[src/rtl/logic_sweep_unit.sv]
// Registered bitwise evaluator of S = (a | b&c) & ((a | c) & b), with a direct mode
// and a self-timed exhaustive sweep that counts the non-zero results as a checksum.
module logic_sweep_unit #(
    parameter int WIDTH = 1
) (
    input  logic                 clk,
    input  logic                 rst_n,
    input  logic                 start,
    input  logic                 in_valid,
    input  logic [WIDTH-1:0]     a,
    input  logic [WIDTH-1:0]     b,
    input  logic [WIDTH-1:0]     c,
    output logic                 out_valid,
    output logic [WIDTH-1:0]     result,
    output logic [3*WIDTH-1:0]   vec,
    output logic [3*WIDTH:0]     ones_count,
    output logic                 busy,
    output logic                 done
);

    localparam int VEC_W = 3 * WIDTH;
    localparam int CNT_W = 3 * WIDTH + 1;
    localparam logic [VEC_W-1:0] IDX_LAST = {VEC_W{1'b1}};

    typedef enum logic [1:0] {
        IDLE,
        SWEEP,
        DONE
    } state_t;

    state_t           state, state_nxt;
    logic [VEC_W-1:0] idx, idx_nxt;
    logic             out_valid_nxt;
    logic [WIDTH-1:0] result_nxt;
    logic [VEC_W-1:0] vec_nxt;
    logic [CNT_W-1:0] ones_nxt;
    logic             busy_nxt;
    logic             done_nxt;
    logic [WIDTH-1:0] sweep_res;

    function automatic logic [WIDTH-1:0] s_func(input logic [WIDTH-1:0] fa,
                                                input logic [WIDTH-1:0] fb,
                                                input logic [WIDTH-1:0] fc);
        return (fa | (fb & fc)) & ((fa | fc) & fb);
    endfunction

    // The sweep index is split into {a,b,c} fields with a in the most significant slot.
    assign sweep_res = s_func(idx[VEC_W-1 -: WIDTH], idx[2*WIDTH-1 -: WIDTH], idx[WIDTH-1:0]);

    always_comb begin
        state_nxt     = state;
        idx_nxt       = idx;
        out_valid_nxt = 1'b0;
        result_nxt    = result;
        vec_nxt       = vec;
        ones_nxt      = ones_count;
        busy_nxt      = busy;
        done_nxt      = 1'b0;
        case (state)
            IDLE: begin
                if (start) begin
                    state_nxt = SWEEP;
                    idx_nxt   = '0;
                    ones_nxt  = '0;
                    busy_nxt  = 1'b1;
                end else if (in_valid) begin
                    result_nxt    = s_func(a, b, c);
                    vec_nxt       = {a, b, c};
                    out_valid_nxt = 1'b1;
                end
            end
            SWEEP: begin
                result_nxt    = sweep_res;
                vec_nxt       = idx;
                out_valid_nxt = 1'b1;
                ones_nxt      = ones_count + CNT_W'(|sweep_res);
                // Terminal vector is detected explicitly rather than relying on idx wrapping.
                if (idx == IDX_LAST) begin
                    state_nxt = DONE;
                    idx_nxt   = '0;
                end else begin
                    idx_nxt = idx + VEC_W'(1);
                end
            end
            DONE: begin
                done_nxt  = 1'b1;
                busy_nxt  = 1'b0;
                state_nxt = IDLE;
            end
            default: begin
                state_nxt = IDLE;
                busy_nxt  = 1'b0;
            end
        endcase
    end

    always_ff @(posedge clk or negedge rst_n) begin
        if (!rst_n) begin
            state      <= IDLE;
            idx        <= '0;
            out_valid  <= 1'b0;
            result     <= '0;
            vec        <= '0;
            ones_count <= '0;
            busy       <= 1'b0;
            done       <= 1'b0;
        end else begin
            state      <= state_nxt;
            idx        <= idx_nxt;
            out_valid  <= out_valid_nxt;
            result     <= result_nxt;
            vec        <= vec_nxt;
            ones_count <= ones_nxt;
            busy       <= busy_nxt;
            done       <= done_nxt;
        end
    end

endmodule

[config.mk]
export PLATFORM = sky130hd
export DESIGN_NAME = logic_sweep_unit
export DESIGN_NICKNAME = d
export VERILOG_FILES = /design/src/rtl/logic_sweep_unit.sv
export SDC_FILE = /design/constraint.sdc
export NUM_CORES = 1
export LEC_CHECK = 0
export CAP_MARGIN = 25
export CORE_MARGIN = 2
export CORE_UTILIZATION = 40
export CTS_CLUSTER_SIZE = 24
export DETAILED_ROUTE_END_ITERATION = 10
export PLACE_DENSITY_LB_ADDON = 0.25
export SETUP_SLACK_MARGIN = 0.1
export SYNTH_ARGS = -nofsm -noshare
export SYNTH_HDL_FRONTEND = slang
export SYNTH_SLANG_ARGS = --single-unit
[constraint.sdc]
create_clock -name clk -period 2.5 [get_ports clk]
set_input_delay 0.25 -clock clk [delete_from_list [all_inputs] [get_ports clk]]
set_output_delay 0.25 -clock clk [all_outputs]
set_load 0.02 [all_outputs]
=== After elaboration in Yosys (flattened, before gate mapping) ===
Index checks and enable logic that the tools add are counted.

* Latch bits: 0
* Memories: 0
* Flip-flop bits (word level): 16
* RAM bits: 0
* ROM bits: 0

* Add/subtract/negate cells: 2
* Divide/modulo/power cells: 0
* Magnitude comparators: 0
* Shift-type cells: 0
* Muxes and demuxes: 20
* Reductions and logical operators: 6
* Equal/unequal tests: 7
* Multipliers: 0
* Bitwise operators: 11

{| class="wikitable"
|+ Operator list
! operator !! count
|-
| 3-bit 2-to-1 mux || 4
|-
| 3-bit case mux with 2 select lines || 2
|-
| 2-bit inequality test, second input constant || 4
|-
| 4-bit case mux with 2 select lines || 1
|-
| 1-bit AND || 6
|-
| 1-bit 2-to-1 mux || 6
|-
| 1-bit case mux with 2 select lines || 3
|-
| 2-bit AND reduction || 3
|-
| 4-bit by 1-bit adder with 4-bit output || 1
|-
| 2-bit 2-to-1 mux || 2
|-
| 4-bit 2-to-1 mux || 1
|-
| 1-bit bitwise OR || 4
|-
| 2-bit case mux with 2 select lines || 1
|-
| 3-bit by 1-bit adder with 3-bit output, second input constant || 1
|-
| 3-bit == test, second input constant || 1
|-
| 3-bit AND reduction || 1
|-
| 2-bit by 1-bit == test with 1-bit output, second input constant || 1
|-
| 2-bit == test, second input constant || 1
|-
| 2-bit zero test || 1
|-
| 2-bit nonzero test || 1
|-
| 1-bit inverter || 1
|}

=== Depth between registers and ports, before layout ===
* Depth after elaboration: 6
* Mapped depth: 9

=== Least setup slack after synthesis ===
No wires, ideal clock.

* Path kind: register -> register
* Start point: reg idx[0]
* End point: reg ones_count[2]
* Setup slack: 759 ps
* Data arrival time: 1658 ps
* Period minus slack after synthesis: 1741 ps
* Cell stages (with the launch flop): 10
* Path buffers: 0
* Cell sequence: dfrtp_1 -> ha_1 -> inv_1 -> ha_1 -> nor3b_1 -> ha_1 -> ha_1 -> nor3b_1 -> a21oi_1 -> o21ai_0

* Cells in the longest elaborated chain, start to end: 5
* Elaborated cells on any way between the ends: 7
* Those cells by class: add/sub: 1; mux: 1; bitwise: 5

{| class="wikitable"
|+ RTL lines
! item !! RTL line !! source
|-
| start, declared || 32 || <nowiki>logic [VEC_W-1:0] idx, idx_nxt;</nowiki>
|-
| start signal, assigned || 109 || <nowiki>idx <= idx_nxt;</nowiki>
|-
| 1-bit AND / 1-bit bitwise OR (equally long branches) || 44 || <nowiki>return (fa | (fb & fc)) & ((fa | fc) & fb);</nowiki>
|-
| 1-bit bitwise OR / 1-bit AND (equally long branches) || 44 ||
|-
| 1-bit AND * || 44 ||
|-
| 4-bit by 1-bit adder with 4-bit output * || 76 || <nowiki>ones_nxt = ones_count + CNT_W'(|sweep_res);</nowiki>
|-
| 4-bit case mux with 2 select lines * || 59 || <nowiki>case (state)</nowiki>
|-
| end signal, assigned || 113 || <nowiki>ones_count <= ones_nxt;</nowiki>
|-
| end, declared || 16 || <nowiki>output logic [3*WIDTH:0] ones_count,</nowiki>
|}

Every way passes the cells marked *; elsewhere a longest branch is shown, timed or not.
A chain may end at the register's enable or synchronous reset.

=== Worst setup path in the final report ===
Ends and elaborated chain as after synthesis.

==> impl_metrics.ini <==
[outcome]
outcome = finished clean

[route]
routed_wl_mm = 1.43
wl_met1_um = 709
dr_wl_met2_um = 653
dr_wl_met3_um = 52
ant_nets = 0
vias = 549
dr.pass1.iters = 4
avgViaCountPerCell = 4.90
drt_iter0_markers = 6
wl_per_cell_um = 12.8
drc = 0
dr.max_layer_used = met4

[setup_path]
regToRegSetupSlack_ns = 0.52
crit_path_end_kind = flop
start_kind = flop
cp_max_fo = 5
max_stage_delay_ns = 0.42
cp_slowest_cell = dfrtp_1
critPathTopFamily = adder cells
path_cells = ha_1 > inv_1 > ha_1 > nor3b_1 > ha_1 > ha_1 > nor3b_1 > a21oi_1 > o21ai_0
critPathBufInv = 1
cp.arrival_ns = 2.20
cp_common_cell = ha_1
regToRegStartpoint = idx[0]
ff2ff_path_depth = 9
required_ns = 2.72
path_class = reg2reg
r2r-end = ones_count[2]

[floorplan]
row_count = 16
coreArea_um2 = 1920
die-area_um2 = 2390
dieWidth_um = 48.9
start_util_pct = 41.9
pin_count = 18
die_y_um = 48.9

[yosys]
ys_top_cells_by_area = dfrtp_1, ha_1, a22o_2
synth_most_common_cell = dfrtp_1
synth_nets = 79
synth_ff_type = dfrtp_1
ys_warn_count = 0
ys_types = 22
avgSynthCellArea_um2 = 12.0
ys_ff_latch = 16
synth_commonest_cells = dfrtp_1, inv_1, a22o_2, ha_1, nor2_1
seq_area_frac_synth_pct = 49.7
synthCells = 67
synth_top_area_share_pct = 49.7
synth_area_um2 = 806
synth-async-reset-ratio_pct = 100
yosysTopAreaCell = dfrtp_1
synth_edf_count = 0

[placed_design]
io_buffers = 17
dpl.cell_count = 108
place.gp.congestion = 0.731
dpl.hpwl_mm = 1.00

[layout]
layout.nets = 98
n_antenna_cell = 0
drive_above_1_share_pct = 20.0
synthToLayoutAreaGrowth_pct = 25.6
post-route-util_pct = 52.7
fin_cells = 112

[timing]
finalClockSkew_ns = 0.0138
fin_tns_setup_ns = 0
rsz0062_at_grt = no
setup_violations = 0
tightestPinTransition_ns = 0.705
clock.fmax_mhz = 505
max_slew_margin_pct = 52.9
drv_slew = 0
fin_crit_sh_pct = 79.2
hold_viol_final = 0
min_period_ns = 1.98

[clock_network]
postCtsSetupRepairBufs = 0
root_buffer = clkbuf_4
clkSinkCount = 16
worstSkewPairLatency_ns = 0.29
hold_buffers = 0
clk_pin_slew_ns = 0.10
cts.htree.levels = 1
cts_tree = done
numCtsBuffers = 3
ctsLongestPathBuffers = 2
cts_resized = 0

[global_route]
grt_pass1_vias = 604
overflow = 0
antenna_found_initial = 0
grt_start_max_net_pins = 17
grt_pass1_wl_mm = 2.80
grt_use_total_pct = 15.1

[worst_hold_path]
hold_path_class = in2async

[power]
power_density_nw_per_um2 = 1210
power_w = 0.00122
ir_worst_vdd_v = 0.000692
power_leakage_nw = 0.468

[run]
cap_violations = 0
metrics by stage:
stage	hold slack, ns	instance area [um^2]	setup slack (ns)
final	0.370	1010	0.521
after detailed placement	0.476	976	0.525
after global routing	0.414	1010	0.167
after floorplan	-0.0456	806	0.759
after CTS	0.411	1010	0.505
after global placement	0.474	976	0.619
where the power goes:
group | switching (W) | internal [W] | total (W)
clock | 0.0000802 | 0.0000887 | 0.000169
combinational | 0.000273 | 0.000315 | 0.000589
sequential | 0.0000978 | 0.000367 | 0.000464
total | 0.000451 | 0.000770 | 0.00122
final cells by class:
type / count / area [um^2]
Clock buffer: 4 / 36.3
Tap cell: 27 / 33.8
Sequential cell: 16 / 400
Inverter: 6 / 22.5
Timing Repair Buffer: 17 / 170
Fill cell: 176 / 910
Multi-Input combinational cell: 42 / 349
worst reg2reg max path: cells and delay by family, from the launching register on:
| kind | cells | cell delay, ns |
|---|---|---|
| AO/OA/AOI/OAI | 2 | 0.19 |
| adder cells (fa/ha/maj) | 4 | 0.77 |
| buffers and inverters | 1 | 0.05 |
| flip-flops | 1 | 0.42 |
| AND/OR/NAND/NOR | 2 | 0.48 |
registers in the layout, summed over array words and instances (netlist names):
name / count
state: 2
ones_count: 4
out_valid: 1
vec: 3
result: 1
busy: 1
done: 1
idx: 3
layout by cell type, fill, tap and decap left out, drive strengths merged:
master         netlist  layout
a21oi                3       3
a221o                2       2
a22o                 5       5
a31oi                2       2
and2                 3       3
and2b                1       1
and3                 2       2
and4b                1       1
clkbuf               0       4
clkdlybuf4s50        0      17
dfrtp               16      16
ha                   5       5
inv                  6       6
nand2                2       2
nand3                1       1
nor2                 5       5
nor2b                2       2
nor3b                2       2
o21ai                1       1
o21bai               2       2
o2bb2ai              2       2
o311ai               1       1
routing by layer:
layer  GRT usage, %  vias up
li1               -      274
met1           21.4      264
met2           22.4        9
met3           4.60        2
met4           4.29        0
met5              0        -
worst max-delay path by stage:
stage                      start  slack [ns]  cells after the start             to
after floorplan           idx[0]        0.76                      9  ones_count[2]
after detailed placement  idx[0]        0.52                      9  ones_count[2]
after global placement    idx[0]        0.62                      9  ones_count[2]
after global routing      idx[0]        0.17                      9  ones_count[2]
after CTS                 idx[0]        0.50                      9  ones_count[2]
final                     idx[0]        0.52                      9  ones_count[2]
cells by family (layout without fill, tap and decap cells):
logic type	Yosys count	in the layout	share of synthesized area [%]
AND/OR/NAND/NOR	19	19	15.8
buffers and inverters	9	27	6.99
flip-flops	16	16	49.7
AO/OA/AOI/OAI	18	18	19.7
adder cells (fa/ha/maj)	5	5	7.76
Note: power is estimated with default switching activity, not from simulation.
